`config.mk`:
```
export PLATFORM = sky130hd
export DESIGN_NAME = gcd_requester
export DESIGN_NICKNAME = d
export VERILOG_FILES = /design/src/rtl/gcd_requester.sv
export SDC_FILE = /design/constraint.sdc
export NUM_CORES = 1
export LEC_CHECK = 0
export CORE_ASPECT_RATIO = 0.9
export CORE_MARGIN = 1.5
export CORE_UTILIZATION = 50
export CTS_CLUSTER_SIZE = 40
export DETAILED_ROUTE_END_ITERATION = 16
export PLACE_DENSITY = 0.73
export SETUP_SLACK_MARGIN = 0.02
export SKIP_CTS_REPAIR_TIMING = 1
export SYNTH_ARGS = -nofsm -noshare
export SYNTH_HDL_FRONTEND = slang
export SYNTH_SLANG_ARGS = --single-unit
```
`constraint.sdc`:
```
create_clock -name clk -period 2.3 [get_ports clk]
set_input_delay 0.46 -clock clk [delete_from_list [all_inputs] [get_ports clk]]
set_output_delay 0.46 -clock clk [all_outputs]
set_load 0.01 [all_outputs]
```
`src/rtl/gcd_requester.sv`:
```
// In-order request queue feeding a GCD core one pair at a time; zero operands resolved locally, stuck core flagged by timeout.
// ISSUE one edge after a request heads an idle queue; req_ready falls when full; a response is held until rsp_ready.
module gcd_requester #(
   parameter int WIDTH   = 4,
   parameter int DEPTH   = 4,
   parameter int TIMEOUT = 64
) (
   input  logic             clk,
   input  logic             rst,
   input  logic             req_valid,
   output logic             req_ready,
   input  logic [WIDTH-1:0] req_x,
   input  logic [WIDTH-1:0] req_y,
   output logic             go_o,
   output logic [WIDTH-1:0] x_o,
   output logic [WIDTH-1:0] y_o,
   input  logic             done_i,
   input  logic [WIDTH-1:0] d_i,
   output logic             rsp_valid,
   input  logic             rsp_ready,
   output logic [WIDTH-1:0] rsp_d,
   output logic             rsp_err,
   output logic             busy
);
   localparam int AW = $clog2(DEPTH);
   localparam int CW = $clog2(TIMEOUT + 1);
   localparam logic [AW:0]   FULL_CNT  = (AW+1)'(DEPTH);
   localparam logic [CW-1:0] LAST_WAIT = CW'(TIMEOUT - 1);

   typedef struct packed {
      logic [WIDTH-1:0] x;
      logic [WIDTH-1:0] y;
   } req_t;

   typedef enum logic [1:0] {IDLE, ISSUE, WAIT, RESP} state_t;

   req_t          mem [DEPTH];
   logic [AW-1:0] wr_ptr;
   logic [AW-1:0] rd_ptr;
   logic [AW:0]   count;
   logic          push;
   logic          pop;
   logic          empty;
   logic          full;
   req_t          head;

   state_t           state;
   state_t           state_nxt;
   logic [CW-1:0]    cnt;
   logic [CW-1:0]    cnt_nxt;
   logic [WIDTH-1:0] x_nxt;
   logic [WIDTH-1:0] y_nxt;
   logic [WIDTH-1:0] d_nxt;
   logic             err_nxt;

   assign empty     = (count == '0);
   assign full      = (count == FULL_CNT);
   assign req_ready = !full;
   assign push      = req_valid && !full;
   assign pop       = rsp_valid && rsp_ready;
   assign head      = mem[rd_ptr];
   assign busy      = (state != IDLE) || !empty;

   always_ff @(posedge clk) begin
      if (push) begin
         mem[wr_ptr] <= {req_x, req_y};
      end
   end

   always_ff @(posedge clk) begin
      if (rst) begin
         wr_ptr <= '0;
         rd_ptr <= '0;
         count  <= '0;
      end else begin
         if (push) begin
            wr_ptr <= wr_ptr + AW'(1);
         end
         if (pop) begin
            rd_ptr <= rd_ptr + AW'(1);
         end
         case ({push, pop})
            2'b10:   count <= count + (AW+1)'(1);
            2'b01:   count <= count - (AW+1)'(1);
            default: count <= count;
         endcase
      end
   end

   always_comb begin
      state_nxt = state;
      cnt_nxt   = cnt;
      x_nxt     = x_o;
      y_nxt     = y_o;
      d_nxt     = rsp_d;
      err_nxt   = rsp_err;
      case (state)
         IDLE: begin
            if (!empty) begin
               // The core never terminates on a zero operand, so answer these here.
               if (head.x == '0 || head.y == '0) begin
                  d_nxt     = head.x | head.y;
                  err_nxt   = 1'b0;
                  state_nxt = RESP;
               end else begin
                  x_nxt     = head.x;
                  y_nxt     = head.y;
                  state_nxt = ISSUE;
               end
            end
         end
         ISSUE: begin
            cnt_nxt   = '0;
            state_nxt = WAIT;
         end
         WAIT: begin
            cnt_nxt = cnt + CW'(1);
            if (done_i) begin
               d_nxt     = d_i;
               err_nxt   = 1'b0;
               state_nxt = RESP;
            end else if (cnt == LAST_WAIT) begin
               d_nxt     = '0;
               err_nxt   = 1'b1;
               state_nxt = RESP;
            end
         end
         RESP: begin
            if (rsp_ready) begin
               state_nxt = IDLE;
            end
         end
         default: state_nxt = IDLE;
      endcase
   end

   always_ff @(posedge clk) begin
      if (rst) begin
         state     <= IDLE;
         cnt       <= '0;
         go_o      <= 1'b0;
         x_o       <= '0;
         y_o       <= '0;
         rsp_valid <= 1'b0;
         rsp_d     <= '0;
         rsp_err   <= 1'b0;
      end else begin
         state     <= state_nxt;
         cnt       <= cnt_nxt;
         go_o      <= (state_nxt == ISSUE);
         x_o       <= x_nxt;
         y_o       <= y_nxt;
         rsp_valid <= (state_nxt == RESP);
         rsp_d     <= d_nxt;
         rsp_err   <= err_nxt;
      end
   end

endmodule

```
---- After elaboration in Yosys (flattened, before gate mapping) ----
Memories as Yosys holds them, arrays and structs flattened. A register that Yosys moved wholly into a read port is not among the register bits.
Cells that the tools add are included.
word-level totals
  register bits after elaboration ......... 31
  bits in writable memories ............... 32
  input port bits ......................... 17
  output and inout port bits .............. 17
  memories kept ........................... 1
memories
  memory  depth  width  rd ports  clocked after Yosys merged registers in  write ports  line  text
  mem     4      8      1         1                                        1            37    req_t mem [DEPTH];
operators by class
  $add $sub $neg .......................... 5
  equality and inequality tests ........... 12
  mux-type cells .......................... 22
  bitwise operators ....................... 3
  reduce and logical (&&, ||, !) cells .... 16
operator list
  operator                                                               number
  4-bit 2-to-1 mux                                                       4
  2-bit 2-to-1 mux                                                       7
  7-bit case mux with 2 select lines                                     1
  2-bit equality test, second input constant                             4
  4-bit logical NOT                                                      2
  2-bit case mux with 4 select lines                                     1
  4-bit case mux with 2 select lines                                     1
  2-bit nonzero test                                                     4
  7-bit by 1-bit adder with 7-bit output, second input constant          1
  7-bit by 6-bit equality test with 1-bit output, second input constant  1
  2-bit by 1-bit equality test with 1-bit output, second input constant  3
  1-bit 2-to-1 mux                                                       6
  3-bit case mux with 2 select lines                                     1
  2-bit by 1-bit adder with 2-bit output, second input constant          2
  2-bit != test, second input constant                                   2
  4-bit bitwise OR                                                       1
  4-bit AND reduction                                                    1
  3-bit by 1-bit adder with 3-bit output, second input constant          1
  3-bit equality test, second input constant                             1
  3-bit logical NOT                                                      1
  3-bit != test, second input constant                                   1
  3-bit AND reduction                                                    1
  3-bit by 1-bit subtractor with 3-bit output, second input constant     1
  1-bit logical AND                                                      2
  5 further kinds                                                        8

---- Logic depth before layout (Yosys ltp) ----
Gate-level depths: netlist of run 1.
  depth after elaboration ................. 6
  gate-level depth with buffers ........... 10
  mapped depth without buffers ............ 10

---- Least setup slack after synthesis of run 1 ----
No wires, ideal clock.
  kind .................................... register -> register
  start ................................... reg count[0]
  end ..................................... reg count[2]
  arrival time ............................ 2.031 ns
  setup slack ............................. 0.199 ns
  stages on the path, launching flop included .. 11
  buffers on the path ..................... 0
  path through ............................ dfxtp_1 inv_1 nand3_1 and2_1 inv_1 ha_1 inv_1 fa_1 xor2_1 or3_1 a21oi_1
between the ends
  longest elaborated chain between the ends .. 5
  elaborated cells on any way between the ends .. 9
  classes of those cells .................. add/sub (2); eq/ne (3); mux (1); reduce/logical (3)
ends and longest elaborated chain
  element                                                                                       line  text
  start: declaration                                                                            40    logic [AW:0] count;
  start signal: assignment                                                                      83    2'b10: count <= count + (AW+1)'(1);
  start signal: assignment                                                                      84    2'b01: count <= count - (AW+1)'(1);
  start signal: assignment                                                                      85    default: count <= count;
  3-bit equality test *                                                                         57    assign full = (count == FULL_CNT);
  1-bit logical NOT *                                                                           n/a
  net req_ready                                                                                 11    output logic req_ready,
  1-bit logical AND *                                                                           59    assign push = req_valid && !full;
  2-bit by 1-bit equality test with 1-bit output / 2-bit equality test (equally long branches)  82    case ({push, pop})
  3-bit case mux with 2 select lines / 2-bit nonzero test (equally long branches)               n/a
Mark *: on every way through the listed nets, which the timed path passes. The rest lies on a longest branch.
A chain may end at the register's enable or synchronous reset.

==> results of run 1 <==
layer usage:
metal	vias up	track usage	wire, um
li1	942	-	-
met1	918	0.280	2660
met2	43	0.309	2640
met3	7	0.0727	253
met4	0	0.0796	86
met5	-	0	0
cells by family after synthesis:
| kind of cell | count (synthesis) | share of synthesized area |
|---|---|---|
| AOI/OAI and AO/OA | 26 | 0.0716 |
| DFF | 65 | 0.566 |
| xor gates and xnor gates | 9 | 0.0275 |
| buffers and inverters | 17 | 0.0253 |
| muxes | 23 | 0.119 |
| and+or+nand+nor | 80 | 0.144 |
| adders and majority gates | 10 | 0.0463 |
metrics by stage:
step,TNS (ns),hold WS (ns),utilization,total power [mW]
6_report,0,0.498,0.662,3.81
5_1_grt,0,0.539,0.662,4.04
4_1_cts,-0.0354,0.501,0.657,3.83
3_5_place_dp,-0.133,0.486,0.619,2.84
3_3_place_gp,-0.0795,0.472,0.619,2.81
2_1_floorplan,0,0.458,-,2.36
cell usage in the layout (no fill, tap or decap), types with 4 or more instances in the layout:
cell | netlist | routed
mux4_2 | 5 | 6
nand2_1 | 8 | 7
nor3_1 | 12 | 12
nor2_1 | 38 | 38
a311o_1 | 4 | 4
a2111oi_0 | 4 | 4
edfxtp_1 | 32 | 32
dfxtp_1 | 33 | 31
inv_1 | 10 | 9
and3_1 | 4 | 4
buf_4 | 0 | 11
clkbuf_8 | 0 | 9
xor2_1 | 6 | 6
clkdlybuf4s50_1 | 0 | 32
mux2i_1 | 15 | 15
ha_1 | 9 | 9
a21oi_1 | 7 | 7
a211oi_1 | 4 | 4
worst max-delay path, cell delays in order, from the launching register on:
cell     delay [ns]
dfxtp_2        0.37
buf_12         0.15
mux4_2         0.57
nor4_4         0.33
buf_4          0.17
nor3_4         0.04
buf_4          0.20
mux2i_1        0.16
nor2_1         0.06
flip-flops by register name, indices dropped and copies added, names as in the netlist, named ones only:
signal	flops
mem	32
go_o	1
rsp_err	1
y_o	4
wr_ptr	2
rsp_valid	1
rsp_d	4
cnt	7
state	2
x_o	4
rd_ptr	2
count	3
final cells by class:
class                           count  area [um2]  area share
Timing Repair Buffer               45         435       0.122
Tap cell                           67        83.8      0.0235
Inverter                           10        37.5      0.0105
Multi-Input combinational cell    148        1180       0.331
Sequential cell                    65        1620       0.456
Clock buffer                        9         124      0.0348
Clock inverter                      7        77.6      0.0218
power groups by stage:
stage,logic [mW],registers [mW],clock network [mW]
floorplan,0.800,1.56,0
global placement,1.28,1.53,0
detailed placement,1.30,1.54,0
CTS,1.31,1.51,1.00
global route,1.45,1.54,1.05
finish,1.32,1.51,0.976
how the worst max path moves through the flow:
stage               startpoint       end  slack, ns  cells after the start
finish               flip-flop    x_o[1]       0.15                      8
global route          count[1]  count[2]       0.04                     10
CTS                   state[0]      busy      -0.04                      4
detailed placement   rsp_ready  count[2]      -0.13                      8
global placement     rsp_ready  count[2]      -0.08                      8
floorplan             count[0]  count[2]       0.20                     10
synthesized netlist by cell type, types with 2 or more instances:
cell and instances:
nor2_1 38, ha_1 9, clkbuf_1 4, nand2b_1 3, xor2_1 6, xnor2_1 3
nand4_1 3, and2_1 3, mux4_1 3, edfxtp_1 32, mux4_2 5, a21oi_1 7
mux2i_1 15, nand2_1 8, a311o_1 4, nor3_1 12, a2111oi_0 4, dfxtp_1 33
and3_1 4, o21ai_0 3, nor4_4 2, a211oi_1 4, or3_1 3, inv_1 10
==> out/results.ini, run 1 <==
[synth]
syn-num-nets=257
syn_avg_cell_area_um2=12.5
seq_area_frac_synth=0.566
yosysTopAreaCell=edfxtp_1
synthDominantCellAreaShare=0.336
synth-seq-cells=65
yosys_warnings=0
synth_area_leaders=edfxtp_1, dfxtp_1, mux2i_1
syn_inst=230
synth-async-reset-ratio=0
synth_cell_types=36
mappedNetlistArea_um2=2860
synth_edf_count=32
synth_flop_cell=dfxtp_1

[power_and_ir_drop]
clkPwrFrac=0.256
p_sw_mw=1.25
p_int_mw=2.56
pwr-share-seq=0.397
leakage_nw=1.29
irDropWorstVdd_mv=0.528
p_per_area_nw_per_um2=1070
combPwrFrac=0.347
swShare=0.328

[finish]
drive_gt1_frac=0.151
area_delta_synth_final_pct=24.4
nFillCells=424
nNetsFinal=306
post-route-cell-area_um2=3560
instances_no_fill=351
antenna_cells=0

[grt]
grt_max_degree=17
grt-ovfl-total=0
first_global_vias=1822
grt_usage=0.207
grt_pass1_wl_mm=9.05
grt_antenna_before_repair=0

[status]
status=finished, final reports clean

[place]
dp.cells=333
placement.cell_area_um2=3330
dp_slack_ns=-0.133
portBuffers=33
hpwl_mm=3.98
gp_congestion=0.806

[critical_path]
rrSetupSlack_ns=0.15
cp.arrival_ns=2.39
cp-start-kind=flip-flop
worst_ep_required_time_ns=2.54
rr_worst_depth=8
path_class=reg2reg
critPathCaptureType=flip-flop
timing.rr.end=x_o[1]
crit_fanout=12

[sta]
max_freq_mhz=466
post-route-min-period_ns=2.15
hold_viol=0
period_share=0.934
skew_ns=0.00840
relSlewSlack=0.691
rsz0062_at_grt=no
worst_pin_slew_ns=0.461
setup_violations=0
drv_slew=0
setup_slack_ns=0.152

[die]
start_util=0.532
num_rows=25
dieArea_um2=6190
die_w_um=82.8
ios=34
die_h_um=74.8
core_um2=5380

[worst_hold_path]
min_path_cells=2
holdCritPathClass=reg2reg
whs_endpoint=cnt[5]
worstHoldStart=cnt[5]

[route]
drc=0
viasPerCell=5.44
num_vias=1910
drt_iter0_drc=89
routed_wl_mm=5.63
firstDrtPassIters=4
wl_per_cell_um=16.1
antenna_left=0

[run]
cap_violations=0

[cts]
cts_tree=built
clk_latency_ns=0.35
clkSlewWorstSetupHoldPaths_ns=0.08
root_buffer=clkbuf_8
h-tree-depth=3
numClockSinks=65
clk_path_buf_depth=2
numCtsBuffers=9

Power figures use the tool's default switching activity.
==> inputs of run 2 (changes only) <==
- HOLD_SLACK_MARGIN: default -> 0.05
==> results of run 2 <==
Same layout as run 1: the final DEF is identical, and so are final timing and power.
